**src/rtl/ntm_vector_function_sequencer_pkg.sv**
```systemverilog
// Shared math package: default widths, scalar operation codes and the
// vector sequencer state encoding.
package ntm_vector_function_sequencer_pkg;

  localparam int unsigned DATA_SIZE    = 64;
  localparam int unsigned CONTROL_SIZE = 4;

  localparam int unsigned OP_COSH          = 0;
  localparam int unsigned OP_SINH          = 1;
  localparam int unsigned OP_TANH          = 2;
  localparam int unsigned OP_EXPONENTIATOR = 3;
  localparam int unsigned OP_LOGARITHM     = 4;

  typedef enum logic [2:0] {
    STATE_IDLE,
    STATE_INPUT,
    STATE_ISSUE,
    STATE_WAIT,
    STATE_OUTPUT
  } state_t;

endpackage

```
**src/rtl/ntm_vector_function_sequencer.sv**
```systemverilog
// Vector function sequencer: streams a vector element by element through an
// external scalar function unit (cosh/sinh/tanh/exp/log), one operation in
// flight at a time, and strobes each result out in order.
module ntm_vector_function_sequencer #(
  parameter int unsigned DATA_SIZE    = ntm_vector_function_sequencer_pkg::DATA_SIZE,
  parameter int unsigned CONTROL_SIZE = ntm_vector_function_sequencer_pkg::CONTROL_SIZE
) (
  input  logic                    CLK,
  input  logic                    RST,
  input  logic                    START,
  output logic                    READY,
  input  logic [CONTROL_SIZE-1:0] OPERATION,
  input  logic [DATA_SIZE-1:0]    SIZE_IN,
  input  logic                    DATA_IN_ENABLE,
  input  logic [DATA_SIZE-1:0]    DATA_IN,
  output logic                    DATA_ENABLE,
  output logic                    DATA_OUT_ENABLE,
  output logic [DATA_SIZE-1:0]    DATA_OUT,
  output logic                    ERROR,
  output logic                    FUNC_START,
  output logic [CONTROL_SIZE-1:0] FUNC_OPERATION,
  output logic [DATA_SIZE-1:0]    FUNC_DATA_IN,
  input  logic                    FUNC_READY,
  input  logic [DATA_SIZE-1:0]    FUNC_DATA_OUT
);

  import ntm_vector_function_sequencer_pkg::*;

  state_t                  state_q, state_d;
  logic [DATA_SIZE-1:0]    size_q, size_d;
  logic [DATA_SIZE-1:0]    idx_q, idx_d;
  logic [CONTROL_SIZE-1:0] op_q, op_d;
  logic [DATA_SIZE-1:0]    fdin_q, fdin_d;
  logic [DATA_SIZE-1:0]    dout_q, dout_d;
  logic                    err_q, err_d;
  logic                    zready_q, zready_d;

  logic op_valid;
  logic last_elem;

  // Codes above logarithm have no scalar implementation.
  assign op_valid  = (op_q <= CONTROL_SIZE'(OP_LOGARITHM));
  // size_q is never 0 outside IDLE, so size-1 cannot underflow here.
  assign last_elem = (idx_q == (size_q - DATA_SIZE'(1)));

  // State and datapath registers; reset abandons any vector in progress.
  always_ff @(posedge CLK or negedge RST) begin
    if (!RST) begin
      state_q  <= STATE_IDLE;
      size_q   <= '0;
      idx_q    <= '0;
      op_q     <= '0;
      fdin_q   <= '0;
      dout_q   <= '0;
      err_q    <= 1'b0;
      zready_q <= 1'b0;
    end else begin
      state_q  <= state_d;
      size_q   <= size_d;
      idx_q    <= idx_d;
      op_q     <= op_d;
      fdin_q   <= fdin_d;
      dout_q   <= dout_d;
      err_q    <= err_d;
      zready_q <= zready_d;
    end
  end

  // Next-state and next-datapath logic for the element sequencing FSM.
  always_comb begin
    state_d  = state_q;
    size_d   = size_q;
    idx_d    = idx_q;
    op_d     = op_q;
    fdin_d   = fdin_q;
    dout_d   = dout_q;
    err_d    = err_q;
    zready_d = 1'b0;

    unique case (state_q)
      STATE_IDLE: begin
        if (START) begin
          err_d = 1'b0;
          if (SIZE_IN != '0) begin
            size_d  = SIZE_IN;
            op_d    = OPERATION;
            idx_d   = '0;
            state_d = STATE_INPUT;
          end else begin
            zready_d = 1'b1;
          end
        end
      end
      STATE_INPUT: begin
        if (DATA_IN_ENABLE) begin
          fdin_d  = DATA_IN;
          state_d = STATE_ISSUE;
        end
      end
      STATE_ISSUE: begin
        if (op_valid) begin
          state_d = STATE_WAIT;
        end else begin
          err_d   = 1'b1;
          dout_d  = '0;
          state_d = STATE_OUTPUT;
        end
      end
      STATE_WAIT: begin
        if (FUNC_READY) begin
          dout_d  = FUNC_DATA_OUT;
          state_d = STATE_OUTPUT;
        end
      end
      STATE_OUTPUT: begin
        if (last_elem) begin
          state_d = STATE_IDLE;
        end else begin
          idx_d   = idx_q + DATA_SIZE'(1);
          state_d = STATE_INPUT;
        end
      end
      default: state_d = STATE_IDLE;
    endcase
  end

  // Handshake outputs decoded from the registered state.
  always_comb begin
    DATA_ENABLE     = (state_q == STATE_INPUT);
    DATA_OUT_ENABLE = (state_q == STATE_OUTPUT);
    FUNC_START      = (state_q == STATE_ISSUE) && op_valid;
    READY           = ((state_q == STATE_OUTPUT) && last_elem) || zready_q;
  end

  assign FUNC_OPERATION = op_q;
  assign FUNC_DATA_IN   = fdin_q;
  assign DATA_OUT       = dout_q;
  assign ERROR          = err_q;

endmodule

```
**config.mk**
```make
export PLATFORM = sky130hd
export DESIGN_NAME = ntm_vector_function_sequencer
export DESIGN_NICKNAME = d
export VERILOG_FILES = /design/src/rtl/ntm_vector_function_sequencer_pkg.sv /design/src/rtl/ntm_vector_function_sequencer.sv
export SDC_FILE = /design/constraint.sdc
export NUM_CORES = 1
export LEC_CHECK = 0
export ABC_AREA = 1
export BUFFER_PORTS_ARGS = -buffer_cell sky130_fd_sc_hd__clkbuf_2
export CAP_MARGIN = 20
export CORE_UTILIZATION = 35
export DETAILED_ROUTE_END_ITERATION = 6
export HOLD_SLACK_MARGIN = 0.08
export PLACE_DENSITY = 0.61
export SLEW_MARGIN = 20
export SYNTH_ARGS = -nofsm -noshare
export SYNTH_HDL_FRONTEND = slang
export SYNTH_SLANG_ARGS = --single-unit
```
**constraint.sdc**
```tcl
create_clock -name CLK -period 3.22 [get_ports CLK]
set_input_delay 0.644 -clock CLK [delete_from_list [all_inputs] [get_ports CLK]]
set_output_delay 0.644 -clock CLK [all_outputs]
set_load 0.01 [all_outputs]
```
======== Yosys cells after proc, flatten, opt, wreduce, memory -nomap -nowiden ========
Index checks and enable logic that the tools add are counted.
cells by class
  shifts and indexed selects .............. 0
  bitwise operators ....................... 0
  divide/modulo/power cells ............... 0
  eq/ne operators ......................... 11
  multipliers ............................. 0
  mux-type cells .......................... 20
  reduce and logical (&&, ||, !) cells .... 14
  $add $sub $neg .......................... 2
  magnitude comparators ................... 1
operators with widths
  operator               number
  $mux 64                5
  $pmux 64 s2            2
  $add 64x1->64 const B  1
  $eq 64x64->1           1
  $reduce_bool 64->1     1
  $sub 64x1->64 const B  1
  $mux 3                 5
  $pmux 3 s5             1
  $ne 2x2->1 const B     6
  $reduce_and 3->1       3
  $reduce_and 4->1       2
  $eq 3x2->1 const B     2
  $mux 1                 6
  $reduce_bool 2->1      3
  $le 4x3->1 const B     1
  $eq 3x1->1 const B     1
  $eq 3x3->1 const B     1
  $logic_not 3->1        1
  $logic_and 1x1->1      2
  $pmux 1 s2             1
  $reduce_and 2->1       1
  $logic_or 1x1->1       1
word-level totals
  register bits after elaboration ......... 265
  logic and storage cells ................. 56
  memory bits (read-only) ................. 0
  latch bits .............................. 0
  memories ................................ 0
  input bits .............................. 201
  output and inout bits ................... 137
  memory bits (writable) .................. 0

======== Logic depth before layout (Yosys ltp) ========
  depth in word-level cells ............... 4
  mapped depth ............................ 24
  mapped depth without buffers ............ 23

======== Worst setup path after synthesis ========
OpenSTA, ideal clock, no wires.
  path kind ............................... flip-flop to output port
  start ................................... reg size_q[0]
  end ..................................... out READY
  setup slack ............................. 0.414 ns
  buffers on the path ..................... 0
  cell stages (with the launch flop) ...... 19
  data arrival time ....................... 2.162 ns
  data required time ...................... 2.576 ns
  cells stage by stage .................... dfrtp_1 inv_2 ha_1 nand2_1 nor2_1 nand3_1 nor2_2 nand2_1 nand2_1 nand2_1 clkinv_1 nand2_1 nor2_1 nand2_1 nor2_1 nand2_1 nor2_1 nand2_2 o21bai_1
on the way
  cells in the longest elaborated chain, start to end .. 4
ends and longest elaborated chain
  element                   line                                  text
  start: declaration        ntm_vector_function_sequencer.sv:30   logic [DATA_SIZE-1:0] size_q, size_d;
  start signal: assignment  ntm_vector_function_sequencer.sv:59   size_q <= size_d;
  $sub 64x1->64             ntm_vector_function_sequencer.sv:44   assign last_elem = (idx_q == (size_q - DATA_SIZE'(1)));
  $eq 64x64->1              ntm_vector_function_sequencer.sv:44
  $logic_and 1x1->1         ntm_vector_function_sequencer.sv:132  READY = ((state_q == STATE_OUTPUT) && last_elem) || zready_q;
  $logic_or 1x1->1          ntm_vector_function_sequencer.sv:132
  end: declaration          ntm_vector_function_sequencer.sv:11   output logic READY,
No other way between the ends.

======== Worst setup path after layout ========
  start ................................... reg size_q[14]
  end ..................................... out READY
Same word-level chain as after synthesis.

==> qor.yml <==
ir_drop_mv: 0.6775
area_delta_synth_final_pct: 34.70
finClkSkew_ns: 0.01708
drv_cap: 0
drc: 0
fp.dieH_um: 214.8
via_per_inst: 4.974
grtUsageMet2: 0.4797
start_util: 0.3567
use_met1: 0.3203
dp_hpwl_um: 50300
end_kind: "output port"
cpLargestDelayFamily: "simple AND/OR/NAND/NOR gates"
status: "finished, violations left"
critical_path_arrival_ns: 3.13
wirelength_um: 63570
crit_type: "reg2out"
fin_total_pwr_mw: 16.66
cts_tree: "built"
cts_buffers: 34
netlist_instances: 2156
dr_total_vias: 16300
nets: 2861
placed_area_um2: 19470
synth-main-ff-cell: "dfrtp_1"
hold_class: "in2reg"
grt_max_degree: 130
powerDensity_nw_per_um2: 780.4
synth_edf_count: 0
avgSynthCellArea_um2: 7.349
fp.dieW_um: 214.8
ys_ff_latch: 265
routedWlPerCell_um: 19.40
synth_cell_types: 36
grtUsageTotal: 0.2710
cp-start-kind: "flop"
postLayoutCellArea_um2: 21340
cp_max_fo: 4
fp.coreArea_um2: 44410
antenna_found_initial: 2
die_area_um2: 46120
p_leak_nw: 9.993
port_buffers: 337
synth.yosys.seq_area_share: 0.4185
final-setup-viol-count: 1
timing.critical_path.buf_inv: 3
root_buffer: "clkbuf_16"
tightest_slew_ns: 1.055
rows: 77
grt_overflow: 0
path_cells: "nor2_2 > nand2_2 > buf_4 > nor2_1 > nand2_1 > o21ai_0 > nand2_1 > nand2_1 > nand3_1 > nor2_1 > nand3b_1 > nor2_1 > nand2_2 > o21bai_1 > buf_4 > clkbuf_2"
first_pass_iters: 5
grt_pass1_wl_um: 95460
power.internal_mw: 9.968
worstPathRequired_ns: 2.58
num_io_pins: 338
grt_pass1_vias: 16390
max_freq_ghz: 0.2649
rsz0062_at_grt: "yes"
finalMaxSlewViolations: 0
p_comb_frac: 0.433
slew_headroom: 0.2967
fin_crit_ns: 3.775
fill_cells: 4469
async_reset_ff_frac: 1.000
power.switching_mw: 6.687
finalCritPeriodShare: 1.172
sw_frac_of_total: 0.4015
setup_slack_ns: -0.5550
top_usage_layer: "met2"
layout_common_cells: "nand2_1, clkbuf_2, nor2_1, dfrtp_1, nand3_1"
cts_max_level: 2
use_met3: 0.04784
multi_input_area_um2: 8502
clockBufferDepth: 3
failed_checks: "negative setup slack"
netlist_area_um2: 15840
syn_nets: 2359
antenna_left: 0
drtIter0Drc: 1148
drive_gt1_frac: 0.3090
slowest_stage: "dfrtp_1"
regArea_um2: 6639
clock_latency_ns: 0.55
place_congestion: 1.005
clkPwrFrac: 0.239
layout_commonest_cell: "nand2_1"
finalHoldViolations: 0
power_frac_seq: 0.328
cts.sinks: 265
yosysWarnings: 0
cpPeakStageDelay_ns: 0.43
clk_pin_slew_worst_paths_ns: 0.06
-- metal layers --
layer | part of all wire | wire, um
met5 | 0 | 0
met4 | 0.041 | 2606
met3 | 0.060 | 3809
met2 | 0.50 | 31740
met1 | 0.40 | 25410
-- cell type report --
type | instances | share of cell area
Tap cell | 592 | 0.03471
Clock buffer | 49 | 0.04678
Timing Repair Buffer | 543 | 0.1613
Antenna cell | 2 | 0.0002345
Sequential cell | 265 | 0.3111
Multi-Input combinational cell | 1589 | 0.3984
Inverter | 225 | 0.03957
Clock inverter | 12 | 0.007973
-- cells by family after synthesis --
group,share of synthesized area
buffers and inverters,0.07518
xor gates and xnor gates,0.05394
AOI/OAI and AO/OA,0.04099
and+or+nand+nor,0.3479
DFF,0.4185
muxes,0.06183
adders and majority gates,0.001579
-- stage by stage --
stage / hold slack [ns] / setup TNS, ns / utilization / instances / setup WS (ns)
2_1_floorplan: 0.3484 / 0 / - / 2156 / 0.4144
3_3_place_gp: 0.4884 / -2.665 / 0.4384 / 3194 / -0.2890
3_5_place_dp: 0.4927 / -2.634 / 0.4384 / 3194 / -0.2758
4_1_cts: 0.2774 / -0.5208 / 0.4734 / 3266 / -0.5208
5_1_grt: 0.3088 / -1.382 / 0.4805 / 3277 / -0.7074
6_report: 0.2993 / -0.5550 / 0.4805 / 3277 / -0.5550
-- sequential cells by signal, summed over array words and instances, names as in the netlist --
register,flops
DATA_OUT,64
FUNC_DATA_IN,64
idx_q,64
size_q,64
FUNC_OPERATION,4
state_q,3
ERROR,1
zready_q,1
-- synth_stat cells, drive strengths merged, types with 2 or more instances --
master	n	area share
nor2	349	0.089
xnor2	23	0.013
inv	222	0.053
nor3	41	0.013
nor4	22	0.0087
clkbuf	58	0.014
and2	6	0.0024
o21ai	87	0.027
mux2	87	0.062
ha	2	0.0016
nand3b	16	0.0076
nand2	576	0.14
buf	19	0.0081
nand3	230	0.073
nand4	35	0.014
xor2	72	0.040
clkinv	3	0.00071
o21bai	5	0.0024
a21oi	32	0.010
dfrtp	265	0.42
-- power by group through the flow --
| stage | logic [mW] | registers [mW] | clock network [mW] |
|---|---|---|---|
| after floorplan | 3.33 | 5.58 | 0 |
| after global routing | 7.82 | 5.61 | 4.18 |
| after detailed placement | 6.71 | 5.36 | 0 |
| after global placement | 6.68 | 5.33 | 0 |
| after CTS | 6.93 | 5.40 | 4.06 |
| final | 7.21 | 5.47 | 3.98 |
-- worst reg2reg max path, stage by stage, from the launching register on --
cell and delay [ns]:
dfrtp_1 0.43, nor2_2 0.19, nand2_2 0.11, buf_4 0.14, nor2_1 0.09, nand2_1 0.12, o21ai_0 0.34, nand2_1 0.10
nand2_1 0.09, nand3_1 0.08, nor2_1 0.12, nand3b_1 0.11, nor2_1 0.14, nand2_2 0.10, buf_4 0.14, buf_4 0.16
nand2_8 0.12, nand2_8 0.11, clkbuf_16 0.19, nand2_1 0.07, nand2_1 0.05
-- timing repair --
item	CTS	global route
setup buffers	10	5
hold buffers	1	0
setup endpoints to repair	62	65
cloned	0	4
gates resized for setup	94	58
endpoints found under the hold margin	22	0
pin swaps	19	22
-- final timing paths --
check	startpoint	to	slack, ns	cells after the start
worst max-delay path	size_q[14]	READY	-0.55	16
worst min-delay path	START	ERROR	0.30	2
worst max register to register	size_q[14]	idx_q[5]	0.11	20
worst min register to register	FUNC_DATA_IN[23]	FUNC_DATA_IN[23]	0.50	1
max in group asynchronous	RST	idx_q[12]	1.69	3
min in group asynchronous	RST	size_q[40]	0.64	2
(Power assumes the default switching activity.)
